===== src/rtl/sram_arb_pkg.sv =====
// Shared types and constants for the two-port SRAM arbiter: FSM state encoding and port ids.
package sram_arb_pkg;

  localparam logic [1:0] IDLE    = 2'd0;
  localparam logic [1:0] ACCESS  = 2'd1;
  localparam logic [1:0] CAPTURE = 2'd2;
  localparam logic [1:0] DONE    = 2'd3;

  typedef enum logic [1:0] {
    StIdle    = IDLE,
    StAccess  = ACCESS,
    StCapture = CAPTURE,
    StDone    = DONE
  } arb_state_e;

  localparam logic PORT_HOST = 1'b0;
  localparam logic PORT_CORE = 1'b1;

endpackage


===== src/rtl/sram_port_arbiter_if.sv =====
// Requester-side SRAM port: latched request fields, one-cycle ack and held read data.
interface sram_port_arbiter_if #(
  parameter int unsigned ADDR_W = 5,
  parameter int unsigned DATA_W = 32
);

  logic              req;
  logic              we;
  logic [ADDR_W-1:0] addr;
  logic [DATA_W-1:0] wdata;
  logic              ack;
  logic [DATA_W-1:0] rdata;

  modport master (
    output req, we, addr, wdata,
    input  ack, rdata
  );

  modport slave (
    input  req, we, addr, wdata,
    output ack, rdata
  );

endinterface


===== src/rtl/sram_arb_picker.sv =====
// Combinational winner select for the SRAM arbiter.
// ARB_ROUND_ROBIN_EN selects alternating priority on contention; default is fixed host priority.
module sram_arb_picker
  import sram_arb_pkg::*;
(
  input  logic host_req,
  input  logic core_req_eff,
  input  logic last_winner,
  output logic winner,
  output logic any_req
);

  assign any_req = host_req | core_req_eff;

`ifdef ARB_ROUND_ROBIN_EN
  always_comb begin
    winner = PORT_HOST;
    if (host_req && core_req_eff) begin
      winner = (last_winner == PORT_HOST) ? PORT_CORE : PORT_HOST;
    end else if (core_req_eff) begin
      winner = PORT_CORE;
    end
  end
`else
  logic unused_last_winner;
  assign unused_last_winner = last_winner;

  always_comb begin
    winner = PORT_HOST;
    if (!host_req && core_req_eff) begin
      winner = PORT_CORE;
    end
  end
`endif

endmodule


===== src/rtl/sram_port_arbiter.sv =====
// Shares one single-port SRAM between the host command path and the core bus.
// Optional ARB_ROUND_ROBIN_EN (in sram_arb_picker) enables round-robin arbitration.
module sram_port_arbiter
  import sram_arb_pkg::*;
#(
  parameter int unsigned ADDR_W = 5,
  parameter int unsigned DATA_W = 32
) (
  input  logic                   clk,
  input  logic                   rst_n,
  sram_port_arbiter_if.slave     host,
  input  logic                   core_en,
  sram_port_arbiter_if.slave     core,
  output logic                   csb_n,
  output logic                   we_n,
  output logic [ADDR_W-1:0]      addr,
  output logic [DATA_W-1:0]      din,
  input  logic [DATA_W-1:0]      dout
);

  arb_state_e        state_q, state_d;
  logic              winner_q, we_q, last_winner_q;
  logic [ADDR_W-1:0] addr_q;
  logic [DATA_W-1:0] wdata_q;
  logic [DATA_W-1:0] host_rdata_q, core_rdata_q;

  logic core_req_eff;
  logic winner, any_req;

  assign core_req_eff = core.req & core_en;

  sram_arb_picker u_picker (
    .host_req     (host.req),
    .core_req_eff (core_req_eff),
    .last_winner  (last_winner_q),
    .winner       (winner),
    .any_req      (any_req)
  );

  always_comb begin
    state_d = state_q;
    unique case (state_q)
      StIdle:    if (any_req) state_d = StAccess;
      StAccess:  state_d = we_q ? StDone : StCapture;
      StCapture: state_d = StDone;
      StDone:    state_d = StIdle;
      default:   state_d = StIdle;
    endcase
  end

  // SRAM pins depend only on state and latched fields, so they fall back to idle values on reset.
  always_comb begin
    csb_n = 1'b1;
    we_n  = 1'b1;
    addr  = '0;
    din   = '0;
    if (state_q == StAccess) begin
      csb_n = 1'b0;
      we_n  = ~we_q;
      addr  = addr_q;
      din   = we_q ? wdata_q : '0;
    end
  end

  assign host.ack   = (state_q == StDone) && (winner_q == PORT_HOST);
  assign core.ack   = (state_q == StDone) && (winner_q == PORT_CORE);
  assign host.rdata = host_rdata_q;
  assign core.rdata = core_rdata_q;

  always_ff @(posedge clk or negedge rst_n) begin
    if (!rst_n) begin
      state_q       <= StIdle;
      winner_q      <= PORT_HOST;
      we_q          <= 1'b0;
      addr_q        <= '0;
      wdata_q       <= '0;
      last_winner_q <= PORT_CORE;
      host_rdata_q  <= '0;
      core_rdata_q  <= '0;
    end else begin
      state_q <= state_d;
      if (state_q == StIdle && any_req) begin
        winner_q <= winner;
        we_q     <= (winner == PORT_HOST) ? host.we    : core.we;
        addr_q   <= (winner == PORT_HOST) ? host.addr  : core.addr;
        wdata_q  <= (winner == PORT_HOST) ? host.wdata : core.wdata;
      end
      // dout is valid in the cycle after the read select.
      if (state_q == StCapture) begin
        if (winner_q == PORT_HOST) host_rdata_q <= dout;
        else                       core_rdata_q <= dout;
      end
      if (state_q == StDone) begin
        last_winner_q <= winner_q;
      end
    end
  end

endmodule


===== src/flat_wrapper.sv =====
// flat-port wrapper written by rule: the top's interface ports become plain ports
module sram_port_arbiter_flat import sram_arb_pkg::*;
#(
  parameter int unsigned ADDR_W = 5,
  parameter int unsigned DATA_W = 32
)
  (clk, rst_n, core_en, csb_n, we_n, addr, din, dout, host_req, host_we, host_addr, host_wdata, host_ack, host_rdata, core_req, core_we, core_addr, core_wdata, core_ack, core_rdata);
  sram_port_arbiter_if #(.ADDR_W(ADDR_W), .DATA_W(DATA_W)) host_i ();
  sram_port_arbiter_if #(.ADDR_W(ADDR_W), .DATA_W(DATA_W)) core_i ();
  input  logic clk;
  input  logic rst_n;
  input  logic core_en;
  output logic csb_n;
  output logic we_n;
  output logic [ADDR_W-1:0] addr;
  output logic [DATA_W-1:0] din;
  input  logic [DATA_W-1:0] dout;
  input wire logic [$bits(host_i.req)-1:0] host_req;
  input wire logic [$bits(host_i.we)-1:0] host_we;
  input wire logic [$bits(host_i.addr)-1:0] host_addr;
  input wire logic [$bits(host_i.wdata)-1:0] host_wdata;
  output wire logic [$bits(host_i.ack)-1:0] host_ack;
  output wire logic [$bits(host_i.rdata)-1:0] host_rdata;
  input wire logic [$bits(core_i.req)-1:0] core_req;
  input wire logic [$bits(core_i.we)-1:0] core_we;
  input wire logic [$bits(core_i.addr)-1:0] core_addr;
  input wire logic [$bits(core_i.wdata)-1:0] core_wdata;
  output wire logic [$bits(core_i.ack)-1:0] core_ack;
  output wire logic [$bits(core_i.rdata)-1:0] core_rdata;
  assign host_i.req = host_req;
  assign host_i.we = host_we;
  assign host_i.addr = host_addr;
  assign host_i.wdata = host_wdata;
  assign host_ack = host_i.ack;
  assign host_rdata = host_i.rdata;
  assign core_i.req = core_req;
  assign core_i.we = core_we;
  assign core_i.addr = core_addr;
  assign core_i.wdata = core_wdata;
  assign core_ack = core_i.ack;
  assign core_rdata = core_i.rdata;
  sram_port_arbiter #(.ADDR_W(ADDR_W), .DATA_W(DATA_W)) u_core (.clk(clk), .rst_n(rst_n), .host(host_i), .core_en(core_en), .core(core_i), .csb_n(csb_n), .we_n(we_n), .addr(addr), .din(din), .dout(dout));
endmodule

===== config.mk =====
export PLATFORM = sky130hd
export DESIGN_NAME = sram_port_arbiter_flat
export DESIGN_NICKNAME = d
export VERILOG_FILES = /design/src/rtl/sram_arb_pkg.sv /design/src/rtl/sram_port_arbiter_if.sv /design/src/rtl/sram_arb_picker.sv /design/src/rtl/sram_port_arbiter.sv /design/src/flat_wrapper.sv
export SDC_FILE = /design/constraint.sdc
export NUM_CORES = 1
export LEC_CHECK = 0
export ABC_AREA = 1
export BUFFER_PORTS_ARGS = -buffer_cell sky130_fd_sc_hd__buf_2
export CORE_MARGIN = 10
export CORE_UTILIZATION = 47
export DETAILED_ROUTE_END_ITERATION = 7
export PLACE_DENSITY = 0.91
export SLEW_MARGIN = 20
export SYNTH_ARGS = -nofsm -noshare
export SYNTH_HDL_FRONTEND = slang
export SYNTH_SLANG_ARGS = --single-unit
export TNS_END_PERCENT = 50

===== constraint.sdc =====
create_clock -name clk -period 3.45 [get_ports clk]
set_clock_uncertainty 0.1 [all_clocks]
set_input_delay 0.5175 -clock clk [delete_from_list [all_inputs] [get_ports clk]]
set_output_delay 0.5175 -clock clk [all_outputs]
set_load 0.1 [all_outputs]

==> results.ini <==
[clock_network]
ctsHoldBuffers=0
post_cts.repair.setup_buffers=0
ctsResizeCount=0
cts_made_buffers=9
clockRootBuffer=clkbuf_8
cts_tree=built
clkTransAtPathRegs_ns=0.10
cts.path.max_buffers=2
htree_levels=3
cts.sinks=105
clock_latency_ns=0.36

[floorplanning]
start_util_pct=47.82
die_y_um=122.0
rows=37
core_um2=10230
die-area_um2=14890
io_pins=218
chipWidth_um=122.0

[critical_path]
crit_fanout=25
crit_path_end=din[14]
rr_worst_depth=4
endpoint_kind=primary output
worstPathArrival_ns=2.33
worst_path_max_delay_cell=buf_2
r2r_slack_ns=1.40
crit_type=flip-flop to primary output
slowest_delay_ns=0.44
start_kind=flip-flop
path_cells=inv_1, ha_1, nand2_1, buf_4, nor2_1, buf_2
regToRegStartpoint=u_core.state_q[0]
critPathRequiredTime_ns=2.83
crit_start=u_core.state_q[1]
r2r_end=u_core.host.rdata[6]

[timing]
min_period_ns=2.951
tns_ns=0
final_hold_viol_count=0
fin_crit_sh_pct=85.53
slew_headroom_pct=33.16
setup_violations=0
rsz0062_at_grt=no
fmax_ghz=0.3389
worst_pin_slew_ns=0.9991
final_max_slew_viol_count=0

[placed_design]
io_buffers=217
routabilityCongestion=0.8413
hpwl_mm=10.76

[drt]
wl_per_cell_um=14.76
vias=4775
drt-met1-wl_mm=5.949
top_layer_used=met4
drtIter0Drc=345
route.met3.wl_mm=1.516
drc=0
drtAntennaViolNets=0
vias_per_cell=4.908
dr.pass1.iters=5
drt-total-wl_mm=14.36
met2_length_mm=6.654

[synth]
synth_nets=755
ys_ff_latch=105
netlist.area_leader.share_pct=53.71
yosys-top-cells-count=nand2_1 (271), dfrtp_1 (105), inv_1 (74), nand4_1 (38), o21ai_1 (38)
synth_top_area_cell=dfrtp_1
post_synth.cell_area_avg_um2=7.668
synthArstFlopShare_pct=100.0
synth-edff-count=0
syn_inst=638
yosys.cell_types.count=14
seq_area_frac_synth_pct=53.71
ys_warn_count=0
syn_area_um2=4892
synth_ff_type=dfrtp_1
synth_most_common_cell=nand2_1
ys_top_cells_by_area=dfrtp_1 (54%), nand2_1 (21%), inv_1 (5.7%), nand4_1 (4.9%), o21ai_1 (3.9%)

[layout]
nFillCells=909
synthToLayoutAreaGrowth_pct=27.08
diodes=0
final_layout_size_suffix_gt1_share_pct=29.15
nNetsFinal=949

[global_route]
grt_pass1_wl_mm=22.57
antenna_found_initial=0
grt_use_total_pct=18.43
grt_pass1_vias=4748
grt_max_degree=106
grt.overflow.total=0

[flow_run]
maxCapViolations=0

[outcome]
status=completed

[worst_hold_path]
hp-class=primary input to async pin

==> sequential cells by signal, indices dropped and copies added (netlist names) <==
signal	flops
u_core.wdata_q	32
u_core.core.rdata	32
u_core.addr_q	5
u_core.we_q	1
u_core.host.rdata	32
u_core.winner_q	1
u_core.state_q	2
==> stage by stage <==
| step | instances | setup WS (ns) | util (%) | hold WS (ns) | cell area (µm²) |
|---|---|---|---|---|---|
| 5_1_grt | 973 | 0.3037 | 60.77 | 0.1391 | 6217 |
| 3_3_place_gp | 957 | 1.016 | 58.80 | 0.3611 | 6016 |
| 3_5_place_dp | 957 | 0.9014 | 58.80 | 0.3649 | 6016 |
| 4_1_cts | 973 | 0.4908 | 60.72 | 0.1188 | 6212 |
| 2_1_floorplan | 638 | 0.2680 | - | 0.1219 | 4892 |
| 6_report | 973 | 0.4993 | 60.77 | 0.1037 | 6217 |
==> cells in the final DEF, fill, tap and decap left out <==
cell	count
nand2_1	269
buf_2	216
dfrtp_1	105
inv_1	74
o21ai_1	38
nand4_1	38
nor2_1	34
o21ai_0	29
clkbuf_8	9
buf_4	6
ha_1	4
inv_6	4
inv_2	3
nand3_1	2
clkinv_8	2
nand2_4	1
nand2_2	1
clkinv_2	1
buf_12	1
==> worst min path at each step <==
stage,from,cells after the start,end
after global routing,rst_n,2,u_core.host.rdata[23]
after floorplan,rst_n,0,u_core.addr_q[0]
after CTS,rst_n,2,u_core.host.rdata[24]
after global placement,u_core.host.rdata[6],2,u_core.host.rdata[6]
final,rst_n,2,u_core.host.rdata[26]
after detailed placement,u_core.wdata_q[20],2,u_core.wdata_q[20]
==> cell type report <==
cell class	instances	area [µm²]	share of cell area, %
Clock buffer	9	123.9	1.992
Clock inverter	7	72.57	1.167
Inverter	77	289.0	4.649
Multi-Input combinational cell	416	1788	28.76
Sequential cell	105	2628	42.26
Tap cell	136	170.2	2.737
Timing Repair Buffer	223	1146	18.43
==> logic make-up (layout without fill, tap and decap cells) <==
family                     count (synthesis)  after routing  share of synthesized area (%)
DFF                                      105            105                          53.71
buffers and inverters                    117            316                          9.949
AOI/OAI and AO/OA                         67             67                          6.854
and+or+nand+nor                          345            345                          28.47
adders and majority gates                  4              4                          1.023
==> critical path: cells and delay by family (launching register included) <==
family        cells  cell delay [ns]
fa+ha+maj         1             0.30
buf+inv           3             0.87
flops             1             0.42
simple gates      2             0.37
==> routing by layer <==
layer / track usage, % / up-vias
met5: 0 / -
met4: 5.887 / 0
met3: 5.412 / 19
met2: 30.08 / 227
met1: 23.00 / 2182
li1: - / 2347
Power is left out: the tool's default activity adds up to more than one toggle a clock period on the data nets, which glitch-free logic cannot reach.
